`config.mk`:
```
export PLATFORM = sky130hd
export DESIGN_NAME = vga_timing
export DESIGN_NICKNAME = d
export VERILOG_FILES = /design/src/rtl/vga_timing.sv
export SDC_FILE = /design/constraint.sdc
export NUM_CORES = 1
export LEC_CHECK = 0
export CORE_UTILIZATION = 31
export CTS_BUF_LIST = sky130_fd_sc_hd__clkbuf_4 sky130_fd_sc_hd__clkbuf_8
export CTS_CLUSTER_SIZE = 28
export DETAILED_ROUTE_END_ITERATION = 10
export PLACE_DENSITY = 0.52
export SLEW_MARGIN = 25
export SYNTH_ARGS = -nofsm -noshare
export SYNTH_HDL_FRONTEND = slang
export SYNTH_SLANG_ARGS = --single-unit
```
`constraint.sdc`:
```
create_clock -name CLOCK_25 -period 3.7 [get_ports CLOCK_25]
set_input_delay 0.37 -clock CLOCK_25 [delete_from_list [all_inputs] [get_ports CLOCK_25]]
set_output_delay 0.37 -clock CLOCK_25 [all_outputs]
set_load 0.01 [all_outputs]
```
`src/rtl/vga_timing.sv`:
```
// rtl/vga_timing.sv - 640x480@60Hz VGA raster timing generator with registered pin stage
//
// Ports:
//   CLOCK_25   in   1   pixel clock; all state updates on the rising edge
//   reset      in   1   synchronous, active-high
//   x          out  12  pixel column (1-based), 0 while blanking
//   y          out  12  pixel row (1-based), 0 while blanking
//   active     out  1   current counter position is inside the visible area
//   frame_tick out  1   one-clock pulse the cycle after the last visible pixel
//   color_in   in   3   colour for the current x/y from the image generator
//   vga_color  out  3   registered, blanked colour to the DAC/pins
//   vga_hs     out  1   registered horizontal sync
//   vga_vs     out  1   registered vertical sync

module vga_timing #(
  parameter int H_ACTIVE = 640,
  parameter int H_FP     = 16,
  parameter int H_SYNC   = 96,
  parameter int H_BP     = 48,
  parameter int V_ACTIVE = 480,
  parameter int V_FP     = 10,
  parameter int V_SYNC   = 2,
  parameter int V_BP     = 33,
  parameter bit SYNC_POL = 1'b0
) (
  input  logic        CLOCK_25,
  input  logic        reset,
  output logic [11:0] x,
  output logic [11:0] y,
  output logic        active,
  output logic        frame_tick,
  input  logic [2:0]  color_in,
  output logic [2:0]  vga_color,
  output logic        vga_hs,
  output logic        vga_vs
);

  localparam int H_TOTAL = H_ACTIVE + H_FP + H_SYNC + H_BP;
  localparam int V_TOTAL = V_ACTIVE + V_FP + V_SYNC + V_BP;

  // 12-bit versions of the timing landmarks so every compare is width-matched.
  localparam logic [11:0] H_ACT_W   = 12'(H_ACTIVE);
  localparam logic [11:0] H_LAST_W  = 12'(H_TOTAL - 1);
  localparam logic [11:0] HS_BEG_W  = 12'(H_ACTIVE + H_FP);
  localparam logic [11:0] HS_END_W  = 12'(H_ACTIVE + H_FP + H_SYNC);
  localparam logic [11:0] V_ACT_W   = 12'(V_ACTIVE);
  localparam logic [11:0] V_LAST_W  = 12'(V_TOTAL - 1);
  localparam logic [11:0] VS_BEG_W  = 12'(V_ACTIVE + V_FP);
  localparam logic [11:0] VS_END_W  = 12'(V_ACTIVE + V_FP + V_SYNC);
  localparam logic [11:0] H_LVIS_W  = 12'(H_ACTIVE - 1);
  localparam logic [11:0] V_LVIS_W  = 12'(V_ACTIVE - 1);

  logic [11:0] h_cnt;
  logic [11:0] v_cnt;
  logic        h_last;
  logic        v_last;
  logic        hs_on;
  logic        vs_on;
  logic        last_visible;

  // Raster counters. v_cnt only moves on the last clock of a line, so the
  // pair walks the frame in raster order and can never leave its range.
  assign h_last = (h_cnt == H_LAST_W);
  assign v_last = (v_cnt == V_LAST_W);

  always_ff @(posedge CLOCK_25) begin
    if (reset) begin
      h_cnt <= 12'd0;
      v_cnt <= 12'd0;
    end else begin
      if (h_last) begin
        h_cnt <= 12'd0;
        if (v_last) begin
          v_cnt <= 12'd0;
        end else begin
          v_cnt <= v_cnt + 12'd1;
        end
      end else begin
        h_cnt <= h_cnt + 12'd1;
      end
    end
  end

  // Coordinates are decoded straight from the counters so the image
  // generator sees the position for this clock; its colour is then captured
  // by the output register together with the syncs for the same position.
  always_comb begin
    active = (h_cnt < H_ACT_W) && (v_cnt < V_ACT_W);
    x      = 12'd0;
    y      = 12'd0;
    if (active) begin
      x = h_cnt + 12'd1;
      y = v_cnt + 12'd1;
    end
  end

  assign hs_on        = (h_cnt >= HS_BEG_W) && (h_cnt < HS_END_W);
  assign vs_on        = (v_cnt >= VS_BEG_W) && (v_cnt < VS_END_W);
  assign last_visible = (h_cnt == H_LVIS_W) && (v_cnt == V_LVIS_W);

  // Pin stage: colour and both syncs share one register so they leave the
  // chip on the same edge. Reset forces the syncs idle immediately, which
  // cuts off any sync pulse that was in progress.
  always_ff @(posedge CLOCK_25) begin
    if (reset) begin
      vga_color  <= 3'b000;
      vga_hs     <= ~SYNC_POL;
      vga_vs     <= ~SYNC_POL;
      frame_tick <= 1'b0;
    end else begin
      vga_color  <= active ? color_in : 3'b000;
      vga_hs     <= hs_on ? SYNC_POL : ~SYNC_POL;
      vga_vs     <= vs_on ? SYNC_POL : ~SYNC_POL;
      frame_tick <= last_visible;
    end
  end

endmodule

```
==> metrics, run 1 <==
Root Driver clkbuf_8; hpwl dp 2.77 mm; RSZ-0062 raised after global routing false; Slew Limit Fails 0; post_cts resized 0; DR iter-0 viols 70; Wirelength per Cell 12.7 µm; Req. time, crit path 3330 ps; PwrDens 323 mW/mm²; Layout Nets 245; maximum VDD drop 0.168 mV; die span in x 75.6 µm; final worst path period share 0.758; clock power share 0.461; switch share 0.219; Worst setup EP type output pin; I/O Buffers 30; leak pwr 0.721 nW; first-pass GRT wire length 6.33 mm; vias per std cell 4.87; largest net degree at the start of global routing 14; total power 684 µW; initial antenna violation count 0; final count of negative-setup-slack endpoints 0; clock period minus worst slack 2800 ps; I/O Pins 36; outcome complete, no violations; ratio of cells with drive above 1 in the final layout 0.0844; CP Class reg2out; flops & latches, synth 30; GRT Util Overall 0.150; slew margin rel. 0.579; die area 0.00571 mm²; area of the multi-input gates 953 µm²; maxcap violations 0; worst reg-to-reg path cell count 5; CTS sink count 30; Synth cell types 39; synthesized area 0.00168 mm²; gpl congestion 0.785; drt pass-1 iters 4; worst min path class reg2reg; fillers 550; Synth warnings 0; clock buffer depth 2; Clk pin slew, worst setup/hold paths 70 ps; crit path DAT 2430 ps; synthesized instance count 207; Fin. Hold Viols 0; Num CTS Buffers 5; H-Tree Depth 2; number of global-route vias before repair 1,292; Core ar. 0.00517 mm²; Die Span Y 75.6 µm; worst-skew pair later-pin latency 280 ps; final setup TNS 0 ps; critical-path maximum fanout 13; Post-CTS Setup Bufs 0; top cells by area, synth dfxtp_1 36%, nor2_1 8.3%, xnor2_1 6.8%; syn avg cell area 8.11 µm²; # rows 26; Reg area 601 µm²; Switch Pwr 149 µW; CP Launch Type flop; hold depth 1; Yosys top cell area share 0.358; Total Wirelength 3.89 mm; via count 1,496; hold buffer count at CTS 0; post-synth top area cell dfxtp_1; internal cell power 534 µW; combinational power share 0.055; grt ovf 0; initial cell density of the core 0.325; diode count 0; Post-DRT Antenna Nets 0; synth-to-layout area growth 26.2%; f_max 357 MHz; TritonCTS clock tree yes; sequential power share 0.484; clock skew 4.30 ps; worst-margin pin slew 630 ps; Remaining DRCs 0; Seq/Total Area, Yosys 0.358
[power groups by stage]
| stage | Combinational, mW | Sequential [mW] | Clock, mW |
|---|---|---|---|
| 2_1_floorplan | 0.0224 | 0.339 | 0 |
| 3_3_place_gp | 0.0381 | 0.338 | 0 |
| 3_5_place_dp | 0.0381 | 0.338 | 0 |
| 4_1_cts | 0.0383 | 0.331 | 0.325 |
| 5_1_grt | 0.0421 | 0.331 | 0.337 |
| 6_report | 0.0374 | 0.331 | 0.315 |
[cells in the mapped netlist]
master / number
nor2_1: 37
dfxtp_1: 30
inv_1: 14
xnor2_1: 13
nand3_1: 12
a21oi_1: 10
nand4_1: 8
or3_1: 8
o32ai_1: 7
and2_1: 6
buf_4: 6
nand2_1: 6
nor3_1: 5
buf_2: 4
ha_1: 4
xor2_1: 4
and4_1: 3
nand2b_1: 3
nand4b_1: 3
a41oi_1: 2
clkbuf_1: 2
o21ai_2: 2
or2_2: 2
a211oi_1: 1
a21oi_2: 1
and3_1: 1
buf_1: 1
buf_6: 1
conb_1: 1
nand2_4: 1
nor3b_1: 1
nor4_1: 1
nor4_4: 1
nor4b_1: 1
o21ai_0: 1
or3_2: 1
or3b_1: 1
or3b_4: 1
or4_4: 1
[layout by cell type (no fill, tap or decap), types with 6 or more instances in the layout]
| cell | instances |
|---|---|
| dfxtp_1 | 30 |
| or3_1 | 8 |
| o32ai_1 | 7 |
| nor2_1 | 37 |
| nand4_1 | 8 |
| a21oi_1 | 10 |
| and2_1 | 6 |
| inv_1 | 14 |
| nand3_1 | 12 |
| xnor2_1 | 13 |
| clkbuf_8 | 8 |
| nand2_1 | 6 |
| clkdlybuf4s50_1 | 30 |
[path summary, 6_finish.rpt]
check / startpoint / endpoint / slack, ps
max: v_cnt[5] / y[1] / 900
min: v_cnt[1] / vga_vs / 480
min reg2reg: v_cnt[1] / vga_vs / 480
max reg2reg: h_cnt[0] / h_cnt[10] / 1500
[cells by family (layout without fill, tap and decap cells)]
| group | count (synthesis) | after routing | share of synthesized area |
|---|---|---|---|
| xor+xnor | 17 | 17 | 0.0887 |
| flops | 30 | 30 | 0.358 |
| other cells | 1 | 5 | 0.00223 |
| fa+ha+maj | 4 | 4 | 0.0298 |
| buf+inv | 28 | 54 | 0.0835 |
| compound gates | 24 | 24 | 0.0999 |
| simple gates | 103 | 103 | 0.338 |
[final cells by class]
| type | instances | area share |
|---|---|---|
| Clock buffer | 8 | 0.0519 |
| Inverter | 14 | 0.0248 |
| Multi-Input combinational cell | 153 | 0.450 |
| Sequential cell | 30 | 0.283 |
| Tap cell | 70 | 0.0413 |
| Timing Repair Buffer | 32 | 0.149 |
[per-layer routing]
metal / track usage / share of wire / vias to the layer above
met2: 0.233 / 0.44 / 30
met4: 0.0638 / 0.011 / 0
met1: 0.197 / 0.51 / 697
met5: 0 / 0 / -
met3: 0.0410 / 0.038 / 5
li1: - / - / 764
[worst max-delay path: stages (launching register included)]
cell and delay (ps):
dfxtp_1 410, and4_1 300, nand4b_1 410, buf_4 320
inv_1 70, and2_1 110, clkdlybuf4s50_1 520
[metrics by stage]
step	setup slack (ps)	hold slack, ps	std cells	utilization	instance area (µm²)
2_1_floorplan	1890	421	211	-	1690
3_3_place_gp	1220	481	299	0.388	2010
5_1_grt	670	502	307	0.410	2120
4_1_cts	865	482	307	0.410	2120
6_report	896	480	307	0.410	2120
3_5_place_dp	1180	473	299	0.388	2010
[state kept, by name, summed over array words and instances, names as in the netlist]
register,count
h_cnt,12
v_cnt,12
vga_color,3
frame_tick,1
vga_hs,1
vga_vs,1
Note: power is estimated with default switching activity, not from simulation.
==> inputs of run 2 (changes only) <==
PLACE_DENSITY = 0.54   (was 0.52)
clock period = 2.4 ns   (was 3.7 ns; I/O delays follow)
==> run 2 against run 1 <==
Against the previous run:
- register-to-register slack got worse by 1000 ps
- clock skew increased by 4.0 ps
- core utilization increased by 1.5 points
- cell count is 2.9% higher
- flip-flop and latch count is the same
- combinational power increased by 59%
- critical path type unchanged
- critical endpoint unchanged
- highest routed layer unchanged
==> metrics, run 2 (synthesized netlist as in run 1, its figures left out) <==
outcome complete, no violations (unchanged); final setup TNS 0 ps (unchanged); initial cell density of the core 0.325 (unchanged); sum of buffers and inverters on the critical path 3 (unchanged); GRT Util Overall 0.158 (was 0.150); slowest stage cell, crit path clkdlybuf4s50_1 (unchanged); CP Class reg2out (unchanged); initial antenna violation count 0 (unchanged); first-pass GRT wire length 6.64 mm (was 6.33 mm); gpl congestion 0.763 (was 0.785); CP Launch Type flop (unchanged); Post-CTS Setup Bufs 0 (unchanged); clock period minus worst slack 2240 ps; final count of negative-setup-slack endpoints 0 (unchanged); RSZ-0062 raised after global routing false (unchanged); f_max 446 MHz; critical path's top delay family buffers and inverters (unchanged); fillers 546 (was 550); final worst path period share 0.934; PwrDens 441 mW/mm² (was 323 mW/mm²); hpwl dp 2.88 mm (was 2.77 mm); Req. time, crit path 2160 ps (was 3330 ps); pre-CTS worst setup slack 288 ps (was 1180 ps); diode count 0 (unchanged); # rows 26 (unchanged); TritonCTS clock tree yes (unchanged); Fin. Hold Viols 0 (unchanged); Clk pin slew, worst setup/hold paths 70 ps (about the same); die span in x 75.6 µm (unchanged); die area 0.00571 mm² (unchanged); Remaining DRCs 0 (unchanged); Root Driver clkbuf_8 (unchanged); CP cell instances and4_1, nand4b_1, buf_4, inv_1, and2_1, clkdlybuf4s50_1 (unchanged); Num CTS Buffers 5 (unchanged); Total Wirelength 3.91 mm (was 3.89 mm); maximum VDD drop 0.354 mV (was 0.168 mV); worst-margin pin slew 601 ps (was 630 ps); drt pass-1 iters 4 (unchanged); slew margin rel. 0.594 (was 0.579); critical-path maximum fanout 17 (was 13); ratio of cells with drive above 1 in the final layout 0.154 (was 0.0844); Wirelength per Cell 12.4 µm (was 12.7 µm); vias per std cell 4.76 (was 4.87); Worst setup EP type output pin (unchanged); H-Tree Depth 2 (unchanged); I/O Buffers 30 (unchanged); crit path DAT 2000 ps (was 2430 ps); I/O Pins 36 (unchanged); Post-DRT Antenna Nets 0 (unchanged); largest net degree at the start of global routing 18 (was 14); Regs by FF count h_cnt (12), v_cnt (12), vga_color (3) (unchanged); clock buffer depth 2 (unchanged); leak pwr 0.785 nW (was 0.721 nW); clock skew 8.27 ps (was 4.30 ps); grt ovf 0 (unchanged); commonest non-fill, non-tap cells in the layout 37 x nor2_1, 29 x clkdlybuf4s50_1, 25 x dfxtp_1 (was 37 x nor2_1, 30 x dfxtp_1, 30 x clkdlybuf4s50_1); DR iter-0 viols 125 (was 70); commonest non-fill, non-tap cell in the layout nor2_1 (unchanged); CP peak stage delay 470 ps (was 520 ps); Slew Limit Fails 0 (unchanged); CTS sink count 30 (unchanged); synth-to-layout area growth 30.8% (was 26.2%); maxcap violations 0 (unchanged); number of global-route vias before repair 1,402 (was 1,292); Die Span Y 75.6 µm (unchanged); final setup margin 159 ps (was 896 ps); Layout Nets 256 (was 245); Core ar. 0.00517 mm² (unchanged); via count 1,503 (was 1,496); worst-skew pair later-pin latency 280 ps (about the same); worst min path class reg2reg (unchanged)
## run 2: cell types whose count changed in the layout (fill, tap and decap cells not counted), moves of 2 or more
cell / change
and4_1: -2
dfxtp_1: -5
clkbuf_8: -2
buf_4: +11
dfxtp_2: +5
## run 2: worst reg2reg max path, stage by stage, from the launching register on
cell     delay [ps]
dfxtp_2         350
inv_1            70
ha_1            160
nor4b_1         510
nand4_1         200
buf_4           230
a21oi_1         170
o32ai_1          90
## run 2: routing by layer
metal | vias to the layer above | share of wire | routed length (µm) | track usage
met5 | - | 0 | 0 | 0
met4 | 0 | 0.013 | 50 | 0.0597
met3 | 6 | 0.042 | 164 | 0.0437
met2 | 30 | 0.46 | 1810 | 0.256
met1 | 687 | 0.48 | 1880 | 0.201
li1 | 780 | - | - | -
## run 2: what timing repair did
| item | 4_1_cts | 5_1_grt |
|---|---|---|
| setup endpoints to repair | 1 | 7 |
| pin swaps | 0 | 1 |
| resized for setup | 2 | 9 |
| hold buffers | 0 | 0 |
## run 2: path summary, 6_finish.rpt
kind                  from  endpoint  slack (ps)  cells past startpoint
hold / removal    v_cnt[1]    vga_vs         460                      1
hold reg to reg   v_cnt[1]    vga_vs         460                      1
setup reg to reg  v_cnt[0]  v_cnt[7]         500                      7
setup / recovery  v_cnt[7]      y[1]         160                      6
## run 2: layout make-up
class,count,area [µm²],share of cell area
clock buffers,6,82.6,0.0376
well taps,70,87.6,0.0399
flip-flops and latches,30,607,0.276
repair buffers,43,400,0.182
inverters,14,52.6,0.0239
multi-input cells,153,967,0.440
## run 2: stage by stage
| step | cell area [µm²] | hold WS, ps | power [mW] | std cells | utilization |
|---|---|---|---|---|---|
| after floorplan | 1690 | 362 | 0.557 | 211 | - |
| after global routing | 2200 | 472 | 1.01 | 316 | 0.425 |
| after detailed placement | 2090 | 472 | 0.582 | 310 | 0.404 |
| final | 2200 | 464 | 0.969 | 316 | 0.425 |
| after CTS | 2180 | 487 | 0.985 | 316 | 0.421 |
| after global placement | 2090 | 474 | 0.581 | 310 | 0.404 |
## run 2: where the power goes
| part | switching [mW] | internal [mW] | total [mW] |
|---|---|---|---|
| combinational | 0.0289 | 0.0307 | 0.0595 |
| clock | 0.177 | 0.221 | 0.398 |
| sequential | 0.00607 | 0.505 | 0.511 |
==> inputs of run 3 (changes only) <==
HOLD_SLACK_MARGIN = 0.03   (was unset)
==> results of run 3 <==
No change in the layout: final DEF, timing and power equal those of run 2.
==> RTL change 1 (flow settings as in run 2) <==
Change the parameter `SYNC_POL` from 1'b0 to 1'b1.
--- a/src/rtl/vga_timing.sv
+++ b/src/rtl/vga_timing.sv
@@ -23,3 +23,3 @@
   parameter int V_BP     = 33,
-  parameter bit SYNC_POL = 1'b0
+  parameter bit SYNC_POL = 1'b1
 ) (
Behaviour: not the same (Yosys sat finds a counterexample within 4 cycles, from zero or initial values and one cycle with reset high).
==> RTL change 1 against run 2 <==
  * Wire length decreased by 1.6%
  * Sequential cell count unchanged
  * First-iteration DRC count decreased by 53%
  * Via count decreased by 2.1%
  * Clock power increased by 2%
  * Count of clock-buffer cells in the layout increased by 1
  * Setup slack got worse by 0.056 ns
  * Total power increased by 6.6%
  * Cell area decreased by 3.5%
  * Clock skew decreased by 0.0031 ns
  * Combinational power increased by 80%
  * Synthesized area decreased by 2.2%
  * Critical path type unchanged
  * Critical endpoint is now y[6]
  * Largest cell class unchanged
==> RTL change 1: results (changes against run 2) <==
metric	value	unit	change
status	finished, final reports clean		
max incr delay on CP	0.54	ns	+0.07 ns
LEAKAGE	0.746	nW	-5.0%
worst vdd ir	0.195	mV	-45%
Setup Skew	0.00521	ns	-0.00305 ns
RR Endpoint	v_cnt[4]$_SDFFE_PP0N_		
combinational share of power	0.104		+0.043
hold_ws	0.445	ns	-0.0185 ns
hold_sp	h_cnt[0]$_SDFF_PP0_		
Synth top cells by count	nor2_1, dfxtp_1, nand2_1		
via count	1471		-2.1%
vias in the first global route	1343		-4.2%
Worst Setup SP	v_cnt[0]$_SDFFE_PP0N_		
first-pass GRT wire length	6290	um	-5.4%
GRT Total Usage	0.150		-0.00847
post-DP HPWL	2840	um	-1.2%
nets	244		-4.7%
wire length after detailed routing	3850	um	-1.6%
FILL cells	545		-0.18%
post-synthesis sequential area ratio	0.366		+0.00790
Placer Congestion	0.805		+5.5%
Starting DRT DRC Count	59		-53%
crit path max fanout	6		-11
largest net degree at the start of global routing	14		-4
Worst Tran Pin Value	0.673	ns	+0.0728 ns
Hold EP	h_cnt[0]$_SDFF_PP0_		
layout cell share with drive strength beyond 1	0.132		-0.0226
## RTL change 1: changes by cell type after synthesis, sizes merged, moves of 3 or more
| cell | run 2 | this run |
|---|---|---|
| a31oi | 0 | 6 |
| nand2 | 7 | 14 |
| a21oi | 11 | 4 |
| or3 | 9 | 3 |
| nor4 | 2 | 6 |
| nand4 | 8 | 4 |
| nand3b | 0 | 4 |
| o32ai | 7 | 0 |
| nand4b | 3 | 0 |
## RTL change 1: per-layer routing
layer	share of wire	global-route usage	routed length, um	vias to the layer above
met4	0.0080	0.0398	31	0
met1	0.47	0.193	1830	686
li1	-	-	-	749
met5	0	0	0	-
met3	0.043	0.0495	164	6
met2	0.47	0.240	1830	30
## RTL change 1: critical path, delay by kind of cell, from the launching register on
kind	cells	cell delay, ns
DFF	1	0.43
adders and majority gates	1	0.27
buffers and inverters	1	0.54
and+or+nand+nor	3	0.40
xor gates and xnor gates	1	0.15
## RTL change 1: through the flow
step | utilization | total power [W] | cell area, um^2
CTS | 0.408 | 0.00104 | 2080
detailed placement | 0.391 | 0.000638 | 2000
floorplan | - | 0.000588 | 1660
global route | 0.415 | 0.00108 | 2120
finish | 0.415 | 0.00103 | 2120
global placement | 0.391 | 0.000638 | 2000
## RTL change 1: layout make-up
type	instances	area, um^2	area share
clock buffers	7	83.8	0.0396
inverters	12	45.0	0.0213
multi-input cells	150	951	0.449
flip-flops and latches	30	604	0.285
well taps	70	87.6	0.0413
repair buffers	36	348	0.164
## RTL change 1: cells by family after synthesis
group / share of synthesized area
adder cells (fa/ha/maj): 0.0305
XOR/XNOR: 0.0906
flip-flops: 0.366
AND/OR/NAND/NOR: 0.340
AO/OA/AOI/OAI: 0.0914
buffers and inverters: 0.0792
other: 0.00228
==> RTL change 2 (settings of run 2) <==
Made on the original files. Register the input `color_in` before use, with the module's reset. The logic sees it one clock later.
--- a/src/rtl/vga_timing.sv
+++ b/src/rtl/vga_timing.sv
@@ -51,2 +51,12 @@
   localparam logic [11:0] V_LVIS_W  = 12'(V_ACTIVE - 1);
+
+  logic [2:0] color_q;
+
+  always_ff @(posedge CLOCK_25) begin
+    if (reset) begin
+      color_q <= '0;
+    end else begin
+      color_q <= color_in;
+    end
+  end
 
@@ -110,3 +120,3 @@
     end else begin
-      vga_color  <= active ? color_in : 3'b000;
+      vga_color  <= active ? color_q : 3'b000;
       vga_hs     <= hs_on ? SYNC_POL : ~SYNC_POL;
Check against the original RTL: not equivalent (Yosys sat finds a counterexample within 4 cycles, from zero or initial values and one cycle with reset high).
==> RTL change 2 against run 2 <==
  * Non-clock buffer count shrank 1
  * Cell area grew 3.0%
  * Global-route usage shrank 0.62 points
  * Largest cell class unchanged
  * Largest power group is now the clock network
  * Setup slack lost 0.023 ns
  * Sequential share of layout area grew 1.9 points
  * Total power grew 30%
  * Critical path type unchanged
  * Synthesized area grew 4.2%
  * Sequential cell count grew 3
  * Wire length grew 7.7%
==> RTL change 2: results (changes against run 2) <==
metric	value	unit	change
clk tree area frac	0.0592		+0.0216
detailed-routed wire length on met2	1940	um	+6.9%
core area	5270	um^2	+1.9%
Clk pwr share	0.504		+0.093
FILL cells	554		+1.5%
XOR/XNOR share of the synthesized area	0.0851		-0.00355
Synth top cells by count	nor2_1, dfxtp_1, nand3_1		
met3 GRT Util	0.0500		+0.00635
WL met3	249	um	+52%
Synth Area in Adders	0.0286		-0.00119
wl on met1	1940	um	+2.9%
post-synthesis sequential area ratio	0.378		+0.0200
NonClk Buf Share	0.173		-0.00967
grt met2 use	0.239		-0.0167
first-pass GRT wire length	7230	um	+8.8%
status	finished, final reports clean		
Util after Layout	0.429		+0.00448
non-clock inverter count in the final layout	11		-3
post-DR vias/cell	4.92		+3.5%
Mapped Avg Cell Area	8.25	um^2	+1.7%
post-DP HPWL	3020	um	+5.0%
internal power	0.00100	W	+32%
FF+latch area	668	um^2	+10%
Compound-Gate Fraction of Synth Area	0.0908		-0.00901
crit path max fanout	12		-5
nets	255		-0.39%
GRT Total Usage	0.152		-0.00621
pre-CTS WS	0.357	ns	+0.0689 ns
post-synthesis cell type count	38		-2.6%
==> RTL change 2: path summary, 6_finish.rpt <==
check / slack, ns / from / endpoint / cells after the start
worst max register to register: 0.57 / v_cnt[0]$_SDFFE_PP0N_ / v_cnt[8]$_SDFFE_PP0N_ / 6
worst min register to register: 0.43 / color_q[2]$_SDFF_PP0_ / vga_color[2]$_SDFF_PP0_ / 1
worst max-delay path: 0.14 / v_cnt[9]$_SDFFE_PP0N_ / x[9] / 5
worst min-delay path: 0.43 / color_q[2]$_SDFF_PP0_ / vga_color[2]$_SDFF_PP0_ / 1
==> RTL change 2: power by group through the flow <==
stage | sequential [W] | clock (W) | combinational, W
2_1_floorplan | 0.000574 | 0 | 0.0000355
3_3_place_gp | 0.000574 | 0 | 0.0000612
3_5_place_dp | 0.000575 | 0 | 0.0000607
4_1_cts | 0.000562 | 0.000646 | 0.0000613
5_1_grt | 0.000563 | 0.000670 | 0.0000670
6_report | 0.000562 | 0.000633 | 0.0000611
